===== config.mk =====
export PLATFORM = sky130hd
export DESIGN_NAME = settle_timer
export DESIGN_NICKNAME = d
export VERILOG_FILES = /design/src/rtl/gate_chk_pkg.sv /design/src/rtl/settle_timer.sv
export SDC_FILE = /design/constraint.sdc
export NUM_CORES = 1
export LEC_CHECK = 0
export ABC_AREA = 1
export CORE_AREA = 2 2 39 41
export DETAILED_ROUTE_END_ITERATION = 10
export DIE_AREA = 0 0 41 43
export GPL_TIMING_DRIVEN = 0
export SLEW_MARGIN = 15
export SYNTH_ARGS = -nofsm -noshare
export SYNTH_HDL_FRONTEND = slang
export SYNTH_SLANG_ARGS = --single-unit
export TNS_END_PERCENT = 1

===== constraint.sdc =====
create_clock -name clk -period 0.9 [get_ports clk]
set_input_delay 0.225 -clock clk [delete_from_list [all_inputs] [get_ports clk]]
set_output_delay 0.225 -clock clk [all_outputs]
set_load 0.005 [all_outputs]

===== src/rtl/gate_chk_pkg.sv =====
// Shared types and constants for the gate vector checker.
//   state_t      : checker FSM state encoding
//   TT_*         : expected truth tables, bit index {a,b}
//   sat_inc8     : saturating 8-bit increment used by the error counter
package gate_chk_pkg;

    localparam int unsigned CNT_W  = 4;
    localparam int unsigned VEC_W  = 2;
    localparam int unsigned LOOP_W = 8;
    localparam int unsigned ERR_W  = 8;

    typedef enum logic [1:0] {
        IDLE   = 2'd0,
        DRIVE  = 2'd1,
        SAMPLE = 2'd2,
        DONE   = 2'd3
    } state_t;

    localparam logic [3:0] TT_AND  = 4'b1000;
    localparam logic [3:0] TT_OR   = 4'b1110;
    localparam logic [3:0] TT_NAND = 4'b0111;
    localparam logic [3:0] TT_NOR  = 4'b0001;
    localparam logic [3:0] TT_XOR  = 4'b0110;

    // Increment that sticks at all-ones instead of wrapping.
    function automatic logic [ERR_W-1:0] sat_inc8(input logic [ERR_W-1:0] v);
        return (v == {ERR_W{1'b1}}) ? v : v + ERR_W'(1);
    endfunction

endpackage


===== src/rtl/settle_timer.sv =====
// Dwell counter for the DRIVE phase.
//   clk, rst_n : clock, asynchronous active-low reset
//   clr        : force count to zero (has priority over en)
//   en         : count up one per cycle
//   expired_c  : combinational flag, count has reached SETTLE-1
module settle_timer
    import gate_chk_pkg::*;
#(
    parameter int unsigned SETTLE = 2
) (
    input  logic clk,
    input  logic rst_n,
    input  logic clr,
    input  logic en,
    output logic expired_c
);

    localparam logic [CNT_W-1:0] LAST = CNT_W'(SETTLE - 1);

    logic [CNT_W-1:0] cnt;

    // Counter register
    always_ff @(posedge clk or negedge rst_n) begin
        if (!rst_n) begin
            cnt <= '0;
        end else if (clr) begin
            cnt <= '0;
        end else if (en) begin
            cnt <= cnt + CNT_W'(1);
        end
    end

    assign expired_c = (cnt == LAST);

endmodule


* After elaboration in Yosys (flattened, before gate mapping)
Index checks and enable logic that the tools add are counted.
** Cells by class
- Add/sub/neg operators :: 1
- Multipliers :: 0
- Divide/modulo/power cells :: 0
- $lt $le $gt $ge :: 0
- Eq/ne operators :: 1
- Shifts and indexed selects :: 0
- Multiplexer cells :: 2
- Bitwise gates (word level) :: 0
- Reductions and logical operators :: 1
** Operators by type and width (count)
- 2-to-1 mux 4 bit :: 2
- adder 4 x 1 -> 4 bit (second input constant) :: 1
- == test 4 x 1 -> 1 bit (second input constant) :: 1
- nonzero test 2 bit :: 1
** Storage, ports and cells
- Flip-flop bits (word level) :: 4
- Latch bits :: 0
- Memory bits (writable) :: 0
- Bits in read-only memories :: 0
- Input port bits :: 4
- Output and inout bits :: 1
- Memories :: 0

* Longest topological paths before layout
- Word-level depth :: 3
- Mapped depth :: 5
- Gate-level depth less buffers :: 5

* Worst setup path after synthesis
Ideal clock, no wire load.
- Kind :: register -> output
- Start point :: register cnt[1]
- End point :: output expired_c
- Data arrival time :: 0.762 ns
- Data required time :: 0.675 ns
- Path slack :: -0.087 ns
- Stages on the path, launching flop included :: 4
- Cells stage by stage :: dfrtp_1 inv_1 ha_1 nor3b_1
** On the way
- Cells in the longest elaborated chain, start to end :: 1
** Ends and longest elaborated chain
- start, declared :: line settle_timer.sv:20 : logic [CNT_W-1:0] cnt;
- start signal, assigned :: line settle_timer.sv:29 : cnt <= cnt + CNT_W'(1);
- == test 4 x 1 -> 1 bit :: line settle_timer.sv:33 : assign expired_c = (cnt == LAST);
- end, declared :: line settle_timer.sv:15 : output logic expired_c
Every way passes these cells.

* Worst setup path after layout
- Start point :: register cnt[0]
- End point :: output expired_c
The elaborated chain is that of the path after synthesis.

==> impl_metrics.json <==
{
  "maxSlewHeadroom_pct": 88.3,
  "wire_per_inst_um": 8.67,
  "place_congestion": 0.686,
  "clock_sinks": 4,
  "cts_tree": "yes",
  "grtUsageTotal_pct": 6.26,
  "hpwl_um": 319,
  "grt_start_max_net_pins": 5,
  "setup_violations": 3,
  "fin_crit_ns": 1.28,
  "rsz0062_at_grt": "true",
  "synth_compound_area_share_pct": 8.89,
  "layout_common_cells": "nand2_1, dfrtp_1, clkbuf_4",
  "vdd_drop_max_mv": 0.813,
  "synth_top_family_by_area": "simple AND/OR/NAND/NOR gates",
  "num_vias": 196,
  "tns_ns": -0.560,
  "top_register": "cnt",
  "synth_fa_ha_area_share_pct": 11.1,
  "cts_root_buffer": "clkbuf_4",
  "yosys.cell_types.count": 13,
  "timing.rr.start": "cnt[1]",
  "worstMarginPinSlew_ns": 0.175,
  "cp.arrival_ns": 1.05,
  "final_cell_count_no_fill": 51,
  "cp_data_required_time_ns": 0.67,
  "io_pins": 5,
  "synth-simple-area-share_pct": 28.3,
  "fin_crit_sh_pct": 142,
  "dieArea_um2": 1760,
  "max_clock_freq_mhz": 783,
  "powerDensity_nw_per_um2": 2160,
  "fin_util_pct": 24.0,
  "rows": 14,
  "die_y_um": 43,
  "postCtsHoldBufs": 0,
  "synth_mux_area_share_pct": 0,
  "htreeDepth": 1,
  "critPathCaptureType": "output pin",
  "maxCapViolCount": 0,
  "synth_nets": 32,
  "core-area_um2": 1380,
  "synth_xor_area_share_pct": 0,
  "viasPerCell": 3.84,
  "slowest_delay_ns": 0.37,
  "critPathLaunch": "cnt[0]",
  "path_clk_slew_ns": 0.04,
  "drt_iter0_markers": 2,
  "syn_avg_cell_area_um2": 8.66,
  "grt-ovfl-total": 0,
  "grt_pass1_wl_um": 669,
  "largest_reg_flops": 4,
  "min_path_type": "in2async",
  "crit_path_max_fanout": 2,
  "layout_setup_ws_ns": -0.377,
  "initial_core_util_pct": 16.3,
  "antenna_cells": 0,
  "failed_checks": "setup timing",
  "hold_viol": 0,
  "clock_latency_ns": 0.23,
  "grt_pass1_vias": 184,
  "numPortBuffers": 4,
  "cp_cell_sequence": "ha_1 > nor3b_2 > buf_2",
  "synthToLayoutAreaGrowth_pct": 47.2,
  "cp-start-kind": "register",
  "p_leak_uw": 0.000150,
  "ys_warn_count": 0,
  "drtAntennaViolNets": 0,
  "drive_above_1_share_pct": 42.9,
  "crit_type": "reg2out",
  "drc": 0,
  "totalWireLength_um": 442,
  "netlist_area_um2": 225,
  "reg_top3": "cnt: 4 flops",
  "finalMaxSlewViolations": 0,
  "final_common_cell": "nand2_1",
  "clock-skew-final_ns": 0.000523,
  "dp_slack_ns": -0.575,
  "netlist_instances": 26,
  "synth-seq-cells": 4,
  "status": "finished, violations left",
  "antenna_found_initial": 0,
  "dp_cells": 46,
  "firstDrtPassIters": 4,
  "die_w_um": 41,
  "ys_seq_area_share_pct": 44.4,
  "nets": 43,
  "total_power_uw": 717,
  "cpMaxStageDelayCell": "dfrtp_1",
  "cts.path.max_buffers": 2,
  "cts_buffers": 3
}
## metrics by stage
step | instance area, um^2 | hold slack, ns
3_3_place_gp | 290 | 0.436
5_1_grt | 332 | 0.202
2_1_floorplan | 230 | -0.0706
4_1_cts | 328 | 0.185
6_report | 332 | 0.191
3_5_place_dp | 290 | 0.435
## per-layer routing
metal	part of all wire [%]	track usage (%)	vias to the layer above	wire length, um
met5	0	0	-	0
met4	0	8.00	0	0
met3	6.1	1.57	0	27
met2	48	6.56	6	213
met1	45	8.50	89	201
li1	-	-	101	-
## what timing repair did
action / 4_1_cts / 5_1_grt
pin swaps: 4 / 0
resized for setup: 7 / 1
cloned: 0 / 0
setup buffers: 2 / 0
endpoints found under the setup margin: 5 / 5
## layout make-up
type | instances | area, um^2
Fill cell | 154 | 1050
Timing Repair Buffer | 6 | 48.8
Clock buffer | 3 | 22.5
Multi-Input combinational cell | 18 | 124
Inverter | 4 | 16.3
Tap cell | 16 | 20.0
Sequential cell | 4 | 100
## cell families (layout without fill, tap and decap cells)
logic type      count (synthesis)  count (layout)
flops                           4               4
fa+ha+maj                       2               2
simple gates                   12              12
compound gates                  4               4
buf+inv                         4              13
## critical path, delay by kind of cell, from the launching register on
family	cells	cell delay, ns
flops	1	0.37
fa+ha+maj	1	0.19
buf+inv	1	0.12
simple gates	1	0.14
## final timing paths
path,cells after the start,slack [ns],to
worst max-delay path,3,-0.38,expired_c
min in group clk,3,0.50,cnt[2]
worst max register to register,5,-0.11,cnt[3]
worst min register to register,2,0.57,cnt[3]
worst min-delay path,1,0.19,cnt[0]
max in group asynchronous,1,0.55,cnt[3]
## Yosys cell counts
library cell / n / area (um^2)
a21oi_1: 3 / 15.0
clkinvlp_2: 1 / 5.00
dfrtp_1: 4 / 100
ha_1: 2 / 25.0
inv_1: 2 / 7.51
inv_2: 1 / 3.75
nand2_1: 5 / 18.8
nand3_1: 2 / 10.0
nor2_1: 1 / 3.75
nor2_2: 2 / 12.5
nor2_4: 1 / 11.3
nor3b_1: 1 / 7.51
o21ai_1: 1 / 5.00
## report_power, final
| group | switching [uW] | leakage [uW] | internal, uW |
|---|---|---|---|
| logic | 128 | 0.0000829 | 135 |
| registers | 23.7 | 0.0000535 | 217 |
| clock network | 64.7 | 0.0000138 | 149 |
Note: power is estimated with default switching activity, not from simulation.
